==> src/rtl/conv_seq_ctrl.sv <==
// Convolution sequencing controller: loads a kernel bank, streams one frame of pixels
// to the convolution engine on request, then waits for the engine to finish.
// Optional macro CONV_SEQ_CYCLE_CNT_EN enables the saturating per-frame cycle counter.
module conv_seq_ctrl #(
  parameter int N   = 7,
  parameter int NOK = 6,
  parameter int KS  = 5,
  parameter int IMG = 224
) (
  input  logic                           clk,
  input  logic                           reset,
  input  logic                           start,
  input  logic [N:0]                     ker_in,
  input  logic                           ker_in_valid,
  output logic                           ker_in_ready,
  input  logic [N:0]                     pix_in,
  input  logic                           pix_in_valid,
  output logic                           pix_in_ready,
  input  logic                           data_request,
  input  logic                           conv_fin,
  output logic [N:0]                     data,
  output logic                           data_valid,
  output logic [NOK*KS*KS*(N+1)-1:0]     ker,
  output logic                           busy,
  output logic                           done,
  output logic [31:0]                    pix_cnt,
  output logic                           underflow,
  output logic [31:0]                    cycle_cnt
);

  localparam int          DW        = N + 1;
  localparam int          KW        = NOK * KS * KS;
  localparam int          KCW       = (KW > 1) ? $clog2(KW) : 1;
  localparam logic [31:0] FRAME_PIX = 32'(IMG * IMG);

  typedef enum logic [2:0] {IDLE, LOAD_KER, RUN, DRAIN, DONE} state_t;

  state_t           state, state_nxt;
  logic [KCW-1:0]   ker_cnt;
  logic             fin_seen;   // conv_fin seen while the last pixel was accepted

  logic start_frame, ker_acc, last_ker, last_pix;

  assign start_frame = (state == IDLE) && start;
  assign ker_acc     = (state == LOAD_KER) && ker_in_valid;
  assign last_ker    = ker_acc && (ker_cnt == KCW'(KW - 1));
  assign last_pix    = pix_in_ready && (pix_cnt == FRAME_PIX - 32'd1);

  assign ker_in_ready = (state == LOAD_KER);
  assign pix_in_ready = (state == RUN) && data_request && pix_in_valid && (pix_cnt < FRAME_PIX);
  assign busy         = (state != IDLE);
  assign done         = (state == DONE);

  always_ff @(posedge clk or negedge reset) begin
    if (!reset) state <= IDLE;
    else        state <= state_nxt;
  end

  // NOTE: every signal written in always_comb gets a default first so no latch is inferred.
  always_comb begin
    state_nxt = state;
    case (state)
      IDLE:     if (start)                 state_nxt = LOAD_KER;
      LOAD_KER: if (last_ker)              state_nxt = RUN;
      RUN:      if (last_pix)              state_nxt = DRAIN;
      DRAIN:    if (conv_fin || fin_seen)  state_nxt = DONE;
      DONE:                                state_nxt = IDLE;
      default:                             state_nxt = IDLE;
    endcase
  end

  // NOTE: sequential state uses non-blocking assignments so all registers update together.
  // NOTE: the kernel bank is a visible output that must read zero after reset, so it is
  // reset like ordinary flops instead of being left as an uninitialised memory.
  always_ff @(posedge clk or negedge reset) begin
    if (!reset) begin
      ker_cnt    <= '0;
      ker        <= '0;
      data       <= '0;
      data_valid <= 1'b0;
      pix_cnt    <= '0;
      underflow  <= 1'b0;
      fin_seen   <= 1'b0;
    end else begin
      if (start_frame) begin
        ker_cnt   <= '0;
        pix_cnt   <= '0;
        underflow <= 1'b0;
        fin_seen  <= 1'b0;
      end
      if (ker_acc) begin
        for (int w = 0; w < KW; w++) begin
          if (ker_cnt == KCW'(w)) ker[w*DW +: DW] <= ker_in;
        end
        ker_cnt <= ker_cnt + KCW'(1);
      end
      data_valid <= pix_in_ready;
      if (pix_in_ready) begin
        data    <= pix_in;
        pix_cnt <= pix_cnt + 32'd1;
      end
      if ((state == RUN) && data_request && !pix_in_valid) underflow <= 1'b1;
      if (last_pix) fin_seen <= conv_fin;
    end
  end

`ifdef CONV_SEQ_CYCLE_CNT_EN
  logic [31:0] cyc_q;

  always_ff @(posedge clk or negedge reset) begin
    if (!reset) begin
      cyc_q <= '0;
    end else if (start_frame) begin
      cyc_q <= '0;
    end else if (((state == LOAD_KER) || (state == RUN) || (state == DRAIN)) && (cyc_q != '1)) begin
      cyc_q <= cyc_q + 32'd1;
    end
  end

  assign cycle_cnt = cyc_q;
`else
  assign cycle_cnt = '0;
`endif

endmodule

==> config.mk <==
export PLATFORM = sky130hd
export DESIGN_NAME = conv_seq_ctrl
export DESIGN_NICKNAME = d
export VERILOG_FILES = /design/src/rtl/conv_seq_ctrl.sv
export SDC_FILE = /design/constraint.sdc
export NUM_CORES = 1
export LEC_CHECK = 0
export ABC_AREA = 1
export BUFFER_PORTS_ARGS = -buffer_cell sky130_fd_sc_hd__clkbuf_2
export CORE_AREA = 10 10 496 498
export CTS_BUF_LIST = sky130_fd_sc_hd__clkbuf_8
export CTS_CLUSTER_DIAMETER = 40
export DETAILED_ROUTE_END_ITERATION = 16
export DIE_AREA = 0 0 506 508
export GPL_TIMING_DRIVEN = 0
export SLEW_MARGIN = 20
export SYNTH_ARGS = -nofsm -noshare
export SYNTH_HDL_FRONTEND = slang
export SYNTH_SLANG_ARGS = --single-unit
==> constraint.sdc <==
create_clock -name clk -period 2.9 [get_ports clk]
set_clock_uncertainty 0.1 [all_clocks]
set_input_delay 0.29 -clock clk [delete_from_list [all_inputs] [get_ports clk]]
set_output_delay 0.29 -clock clk [all_outputs]
set_load 0.02 [all_outputs]
Yosys cells after proc, flatten, opt, wreduce, memory -nomap -nowiden
Index checks and enable logic that the tools add are counted.

Muxes and demuxes: 12. Equal/unequal tests: 158. Reductions and logical operators: 168. $lt $le $gt $ge: 1. Add/subtract/negate cells: 2.

Operator list (count): $eq 8x7->1 const B (64); $reduce_and 2->1 (150); $eq 8x6->1 const B (32); $eq 8x8->1 const B (22); $eq 8x5->1 const B (16); $eq 8x4->1 const B (8); $mux 32 (2); $add 32x1->32 const B (1); $eq 32x16->1 const B (1); $eq 8x3->1 const B (4); $lt 32x16->1 const B (1); $eq 8x2->1 const B (2); $mux 8 (2); $mux 3 (4); $pmux 3 s4 (1); $add 8x1->8 const B (1); $eq 8x1->1 const B (1); $logic_and 1x1->1 (8); $logic_not 8->1 (1); $reduce_bool 2->1 (4); $eq 3x2->1 const B (2); $ne 2x2->1 const B (3); $reduce_and 4->1 (1); $eq 3x1->1 const B (1); other kinds (7) (9).

Word-level logic and storage cells: 498. Output and inout port bits: 1278. Flip-flop bits (word level): 1254.

Longest topological paths before layout
Gate-level depths: netlist of the first run.

Depth in word-level cells: 7. Mapped depth: 11. Gate-level depth less buffers: 9.

Least setup slack after synthesis of the first run
Ideal clock, no wire load.

Path type: reg2reg. From: register ker_cnt[0]. To: register ker[215]. Stages on the path, launching flop included: 10. Data arrival time: 1783 ps. Slack: 885 ps. Clock period less this slack: 2015 ps. Required time: 2668 ps. Path through: dfrtp_1 > inv_1 > ha_1 > clkbuf_1 > nand2_1 > nor2_8 > nand2_4 > buf_6 > nand2_1 > o21ai_1.

Longest elaborated chain between the ends: 2.

RTL lines: start, declared (line 39) `logic [KCW-1:0] ker_cnt;`; start signal, assigned (line 95) `ker_cnt <= ker_cnt + KCW'(1);`; $eq 8x5->1 (line 93) `if (ker_cnt == KCW'(w)) ker[w*DW +: DW] <= ker_in;`; $reduce_and 2->1 (no source line); end signal, assigned by index (line 93); end, declared (line 23) `output logic [NOK*KS*KS*(N+1)-1:0] ker,`.

No other way between the ends. A chain may end at the register's enable or synchronous reset.

Worst setup path in the final report of the first run
From: register ker_cnt[0]. To: register ker[829].

Longest elaborated chain between the ends: 2.

RTL lines (line): $eq 8x7->1 (93); $reduce_and 2->1 (no source line).

No other way between the ends.

==> metrics.cfg, run 1 <==
[layout]
final_cell_area_um2 = 64200
final_cells = 9532
layout-drive-gt1-share_pct = 30.9
seq_area_um2 = 31400
areaGrowthSynthToFinish_pct = 38.8
nets = 6189
multiInputGateArea_um2 = 13100
fillers = 25100

[worst_hold_path]
hold_path_class = input port to async pin

[sta]
finalCritPeriodShare_pct = 95.8
setup_violations = 0
worst_pin_slew_ns = 1.17
fin_crit_ns = 2.78
slew_headroom_pct = 22.1
timing.fmax_mhz = 360
fin_tns_setup_ns = 0
final_hold_viol_count = 0
slew_viol_final = 0

[global_route]
first_global_vias = 41800
grt_remaining_overflow = 0
grt_pass1_wl_um = 334000
grt_usage_pct = 18.2
antenna_found_initial = 30
grt_max_degree = 97

[placement]
gp_congestion = 0.877
portBuffers = 1268
dp_cells = 8982
place_area_um2 = 57700
hpwl_um = 193000

[floorplanning]
die_w_um = 506
die_area_um2 = 257000
fp-row-count = 179
core-area_um2 = 237000
io_pins = 1301
die_height_um = 508
start_util_pct = 19.6

[yosys]
synth_edf_count = 0
ys_warn_count = 0
synthTopCellsByArea = dfrtp_1 (68%), nand2_1 (11%), o21ai_0 (8.9%)
ys_seq_area_share_pct = 67.8
netlist_instances = 4477
synth_top_cells_by_count = nand2_1 (1,384), dfrtp_1 (1,254), o21ai_0 (823)
syn_area_um2 = 46300
yosysTopAreaCell = dfrtp_1
yosysTopAreaCellShare_pct = 67.8
synth_seq_cells = 1254
yosysMostFrequentCell = nand2_1
async_reset_ff_share_pct = 100
synth_cell_types = 32
synth_top_flop_cell = dfrtp_1
postSynthAreaPerCell_um2 = 10.3

[drt]
wire_per_inst_um = 25.9
drtIter0Drc = 3640
drt-pass1-iter-count = 6
routed_wirelength_um = 247000
vias = 41300
avgViaCountPerCell = 4.33
ant_nets = 0
drc_errors = 0

[critical_path]
required_ns = 3.52
slowest_stage = nand4_1
cp_max_fo = 10
cp.arrival_ns = 3.39
critical-path-top-delay-family = buffers and inverters
path_cells = ha_1, nand2_1, clkinv_2, nand4_1, clkbuf_1, o21ai_0
start_kind = register
crit_type = register to register
max_stage_delay_ns = 0.60
end_kind = register
path_buf_inv = 2

[clock_network]
path_clk_slew_ns = 0.06
clock_sinks = 1254
numCtsBuffers = 226
cts_root_buffer = clkbuf_8
insertion_delay_ns = 0.93
clockBufferDepth = 3
cts_tree = yes
h-tree-depth = 4

[pwr]
p_leak_uw = 0.0325
cellPowerDensity_nw_per_um2 = 624
vdd_drop_max_mv = 0.393

[status]
outcome = finished clean

[run]
maxCapViolCount = 0

worst reg2reg max path: cells and delay by family, from the launching register on:
kind / cells / cell delay, ns
compound gates: 1 / 0.15
fa+ha+maj: 1 / 0.24
buf+inv: 2 / 0.94
flops: 1 / 0.41
simple gates: 2 / 0.74
stage by stage:
step	power (uW)	util, %	hold WS [ns]	setup slack (ns)
after floorplan	20200	-	-0.106	0.885
after global placement	22600	24.0	0.365	-28.52
after detailed placement	22800	24.4	0.149	-1.06
after CTS	40500	26.9	-0.139	0.00916
after global routing	41600	27.1	0.00735	-0.0167
final	40100	27.2	0.0845	0.121
registers in the layout, indices dropped and copies added, names as in the netlist:
register	count
ker	1200
pix_cnt	32
data	8
ker_cnt	8
state	3
data_valid	1
fin_seen	1
underflow	1
worst paths after layout:
path / slack (ns) / depth (start not counted) / end / from
setup / recovery: 0.12 / 6 / ker[829] / ker_cnt[0]
hold reg to reg: 0.38 / 2 / ker[562] / ker[562]
hold / removal: 0.08 / 10 / ker[951] / reset
setup reg to reg: 0.12 / 6 / ker[829] / ker_cnt[0]
max in group asynchronous: 0.64 / 13 / ker[680] / reset
min in group clk: 0.27 / 4 / ker[308] / ker_in[4]
report_power, final:
group	switching (uW)	internal, uW	leakage (uW)
Combinational	3270	1060	0.0124
Sequential	332	18000	0.0175
Clock	8070	9390	0.00270
Total	11700	28400	0.0325
area by class of cell:
class / instances / area share [%]
Sequential cell: 1254 / 48.9
Multi-Input combinational cell: 2846 / 20.3
Timing Repair Buffer: 1427 / 13.8
Tap cell: 3167 / 6.17
Clock buffer: 264 / 5.66
Buffer: 337 / 2.88
Clock inverter: 148 / 1.78
Inverter: 69 / 0.450
Antenna cell: 20 / 0.0779
timing repair:
action | 4_1_cts | 5_1_grt
hold endpoints to repair | 331 | 45
pin swaps | 17 | 11
gates resized for setup | 32 | 21
endpoints found under the setup margin | 651 | 183
hold buffers | 46 | 5
buffers inserted | 40 | 28
placed cells by master, fill, tap and decap left out, types with 34 or more instances in the layout:
| cell | instances |
|---|---|
| nand2_1 | 1380 |
| clkbuf_2 | 1302 |
| dfrtp_1 | 1249 |
| o21ai_0 | 823 |
| o21ai_1 | 396 |
| clkbuf_8 | 266 |
| clkbuf_1 | 202 |
| inv_1 | 130 |
| buf_4 | 89 |
| buf_6 | 49 |
| nand2_4 | 45 |
| nand4_1 | 41 |
| buf_12 | 41 |
| dlygate4sd3_1 | 37 |
| nor2_1 | 35 |
| buf_16 | 34 |
logic make-up (layout without fill, tap and decap cells):
logic type | count (synthesis) | count (layout) | synth area share, %
and+or+nand+nor | 1568 | 1568 | 14.1
DFF | 1254 | 1254 | 67.8
AOI/OAI and AO/OA | 1231 | 1231 | 13.4
buffers and inverters | 408 | 2245 | 4.41
xor gates and xnor gates | 10 | 10 | 0.189
adders and majority gates | 5 | 5 | 0.135
other | 1 | 52 | 0.00810
layer usage:
| metal | track usage (%) | vias up | share of wire (%) |
|---|---|---|---|
| li1 | - | 18100 | - |
| met2 | 30.0 | 2086 | 47 |
| met1 | 20.8 | 20700 | 37 |
| met5 | 0 | - | 0.0093 |
| met3 | 7.16 | 417 | 11 |
| met4 | 8.51 | 4 | 4.9 |
(Power assumes the default switching activity.)
==> run 2: changes to the inputs <==
--- a/config.mk
+++ b/config.mk
@@ -13,6 +13,7 @@
 export DETAILED_ROUTE_END_ITERATION = 16
 export DIE_AREA = 0 0 506 508
 export GPL_TIMING_DRIVEN = 0
+export PLACE_DENSITY = 0.36
 export SLEW_MARGIN = 20
 export SYNTH_ARGS = -nofsm -noshare
 export SYNTH_HDL_FRONTEND = slang
==> constraint.sdc (replaced) <==
create_clock -name clk -period 2.9 [get_ports clk]
set_clock_uncertainty 0.1 [all_clocks]
set_input_delay 0.29 -clock clk [delete_from_list [all_inputs] [get_ports clk]]
set_output_delay 0.29 -clock clk [all_outputs]
set_load 0.01 [all_outputs]
==> metrics.cfg, run 2 (synthesized netlist as in run 1, its figures left out) <==
[global_route]
antenna_found_initial = 15
grt_usage_pct = 20.4
first_global_vias = 41300
grt_remaining_overflow = 0
grt_pass1_wl_um = 368000
grt_max_degree = 88

[clock_network]
h-tree-depth = 5
insertion_delay_ns = 1.00
clockBufferDepth = 4
cts_tree = yes
clock_sinks = 1254
cts_root_buffer = clkbuf_8
path_clk_slew_ns = 0.05
numCtsBuffers = 294

[sta]
finalCritPeriodShare_pct = 96.3
fin_crit_ns = 2.79
slew_headroom_pct = 23.2
worst_pin_slew_ns = 1.15
timing.fmax_mhz = 358
whs_ns = 0.117
rsz0062_at_grt = yes
final_hold_viol_count = 0
setup_violations = 0
slew_viol_final = 0
fin_tns_setup_ns = 0

[pwr]
p_leak_uw = 0.0330
cellPowerDensity_nw_per_um2 = 673
total_power_uw = 43800
vdd_drop_max_mv = 0.561

[worst_hold_path]
hp-start = ker_in[5]
hold_path_class = input port to register
holdPathStages = 4
whs_endpoint = ker[357]

[floorplanning]
die_w_um = 506
io_pins = 1301
core-area_um2 = 237000
start_util_pct = 19.6
fp-row-count = 179
die_area_um2 = 257000
die_height_um = 508

[layout]
fillers = 25700
postLayoutCoreUtil_pct = 27.5
final_cells = 9585
layout_common_cells = nand2_1 (1,375), clkbuf_2 (1,310), dfrtp_1 (1,252)
layout-drive-gt1-share_pct = 32.0
nets = 6240
final_common_cell = nand2_1
largest_register_ffs = 1200
biggestRegsByFlops = ker: 1200 flops, pix_cnt: 32 flops
regMostFlops = ker
areaGrowthSynthToFinish_pct = 40.5

[critical_path]
required_ns = 3.73
slowest_stage = dlygate4sd3_1
cp_max_fo = 5
end_kind = register
r2r_start = pix_cnt[0]
reg2reg_slack_ns = 0.11
max_stage_delay_ns = 0.59
start_kind = register
critical-path-top-delay-family = buffers and inverters
crit_type = register to register
cpMostUsedCell = nand2_1
r2r-end = fin_seen
path_cells = ha_1, nand2_1, nor2_2, nand3_1, inv_1, nand2_1, nor2_1, nand3_1, dlygate4sd3_1, nand2_1, dlygate4sd3_1
reg2regPathDepth = 11
cp.arrival_ns = 3.63
path_buf_inv = 3

[placement]
dp_cells = 8977
gp_congestion = 0.815
portBuffers = 1268
hpwl_um = 208000

[drt]
vias = 40300
ant_nets = 0
drtIter0Drc = 2603
wire_per_inst_um = 28.4
drt-pass1-iter-count = 5
routed_wirelength_um = 272000
drc_errors = 0
avgViaCountPerCell = 4.21

[run]
maxCapViolCount = 0

[status]
outcome = finished clean

run 2: cell count changes in the layout (fill, tap and decap cells not counted), sizes merged:
| cell | change |
|---|---|
| clkinv | -9 |
| diode | -14 |
| inv | -10 |
| dlygate4sd3 | -1 |
| clkinvlp | +3 |
| clkbuf | +88 |
| bufinv | +9 |
| buf | -13 |
run 2: timing repair:
item                                    CTS  global route
endpoints found under the setup margin  823            56
endpoints found under the hold margin   429             0
gates resized for setup                  40            28
setup buffers                            52            19
hold buffers                             37             0
pin swaps                                24            10
run 2: routing by layer:
layer	vias to the layer above	global-route usage [%]	wire length (um)
li1	18300	-	-
met1	20200	23.8	108000
met2	1536	34.4	131000
met3	325	8.56	26300
met4	0	5.33	6950
met5	-	0	0
run 2: worst max path at each step:
| stage | startpoint | endpoint | slack (ns) | cells past startpoint |
|---|---|---|---|---|
| floorplan | ker_cnt[0] | ker[215] | 0.89 | 9 |
| global placement | reset | pix_cnt[22] | -32.15 | 1 |
| detailed placement | state[1] | ker[632] | -0.66 | 8 |
| CTS | pix_cnt[11] | pix_in_ready | -0.20 | 8 |
| global route | state[2] | pix_in_ready | -0.06 | 7 |
| finish | pix_cnt[0] | fin_seen | 0.11 | 11 |
run 2: area by class of cell:
class / instances / area, um^2 / area share, %
clock inverters: 141 / 1190 / 1.83
inverters: 69 / 285 / 0.439
multi-input cells: 2846 / 13100 / 20.1
flip-flops and latches: 1254 / 31400 / 48.3
plain buffers: 337 / 1880 / 2.89
repair buffers: 1410 / 8370 / 12.9
well taps: 3167 / 3960 / 6.09
diodes: 6 / 15.0 / 0.0231
clock buffers: 355 / 4890 / 7.51
run 2: through the flow:
| step | setup WS [ns] | instance area [um^2] |
|---|---|---|
| after floorplan | 0.887 | 46400 |
| after global placement | -32.15 | 56700 |
| after detailed placement | -0.663 | 57700 |
| after CTS | -0.196 | 64800 |
| after global routing | -0.0645 | 65000 |
| final | 0.108 | 65000 |
run 2: worst register-to-register path, cell delays in order (launching register included):
cell	delay (ns)
dfrtp_2	0.41
ha_1	0.21
nand2_1	0.09
nor2_2	0.16
nand3_1	0.15
inv_1	0.10
nand2_1	0.06
nor2_1	0.15
nand3_1	0.11
dlygate4sd3_1	0.59
nand2_1	0.06
dlygate4sd3_1	0.55
run 2: where the power goes:
part           switching, uW  total (uW)  internal, uW
Combinational           2790        3730           943
Clock                   8870       21700         12800
Sequential               347       18300         18000
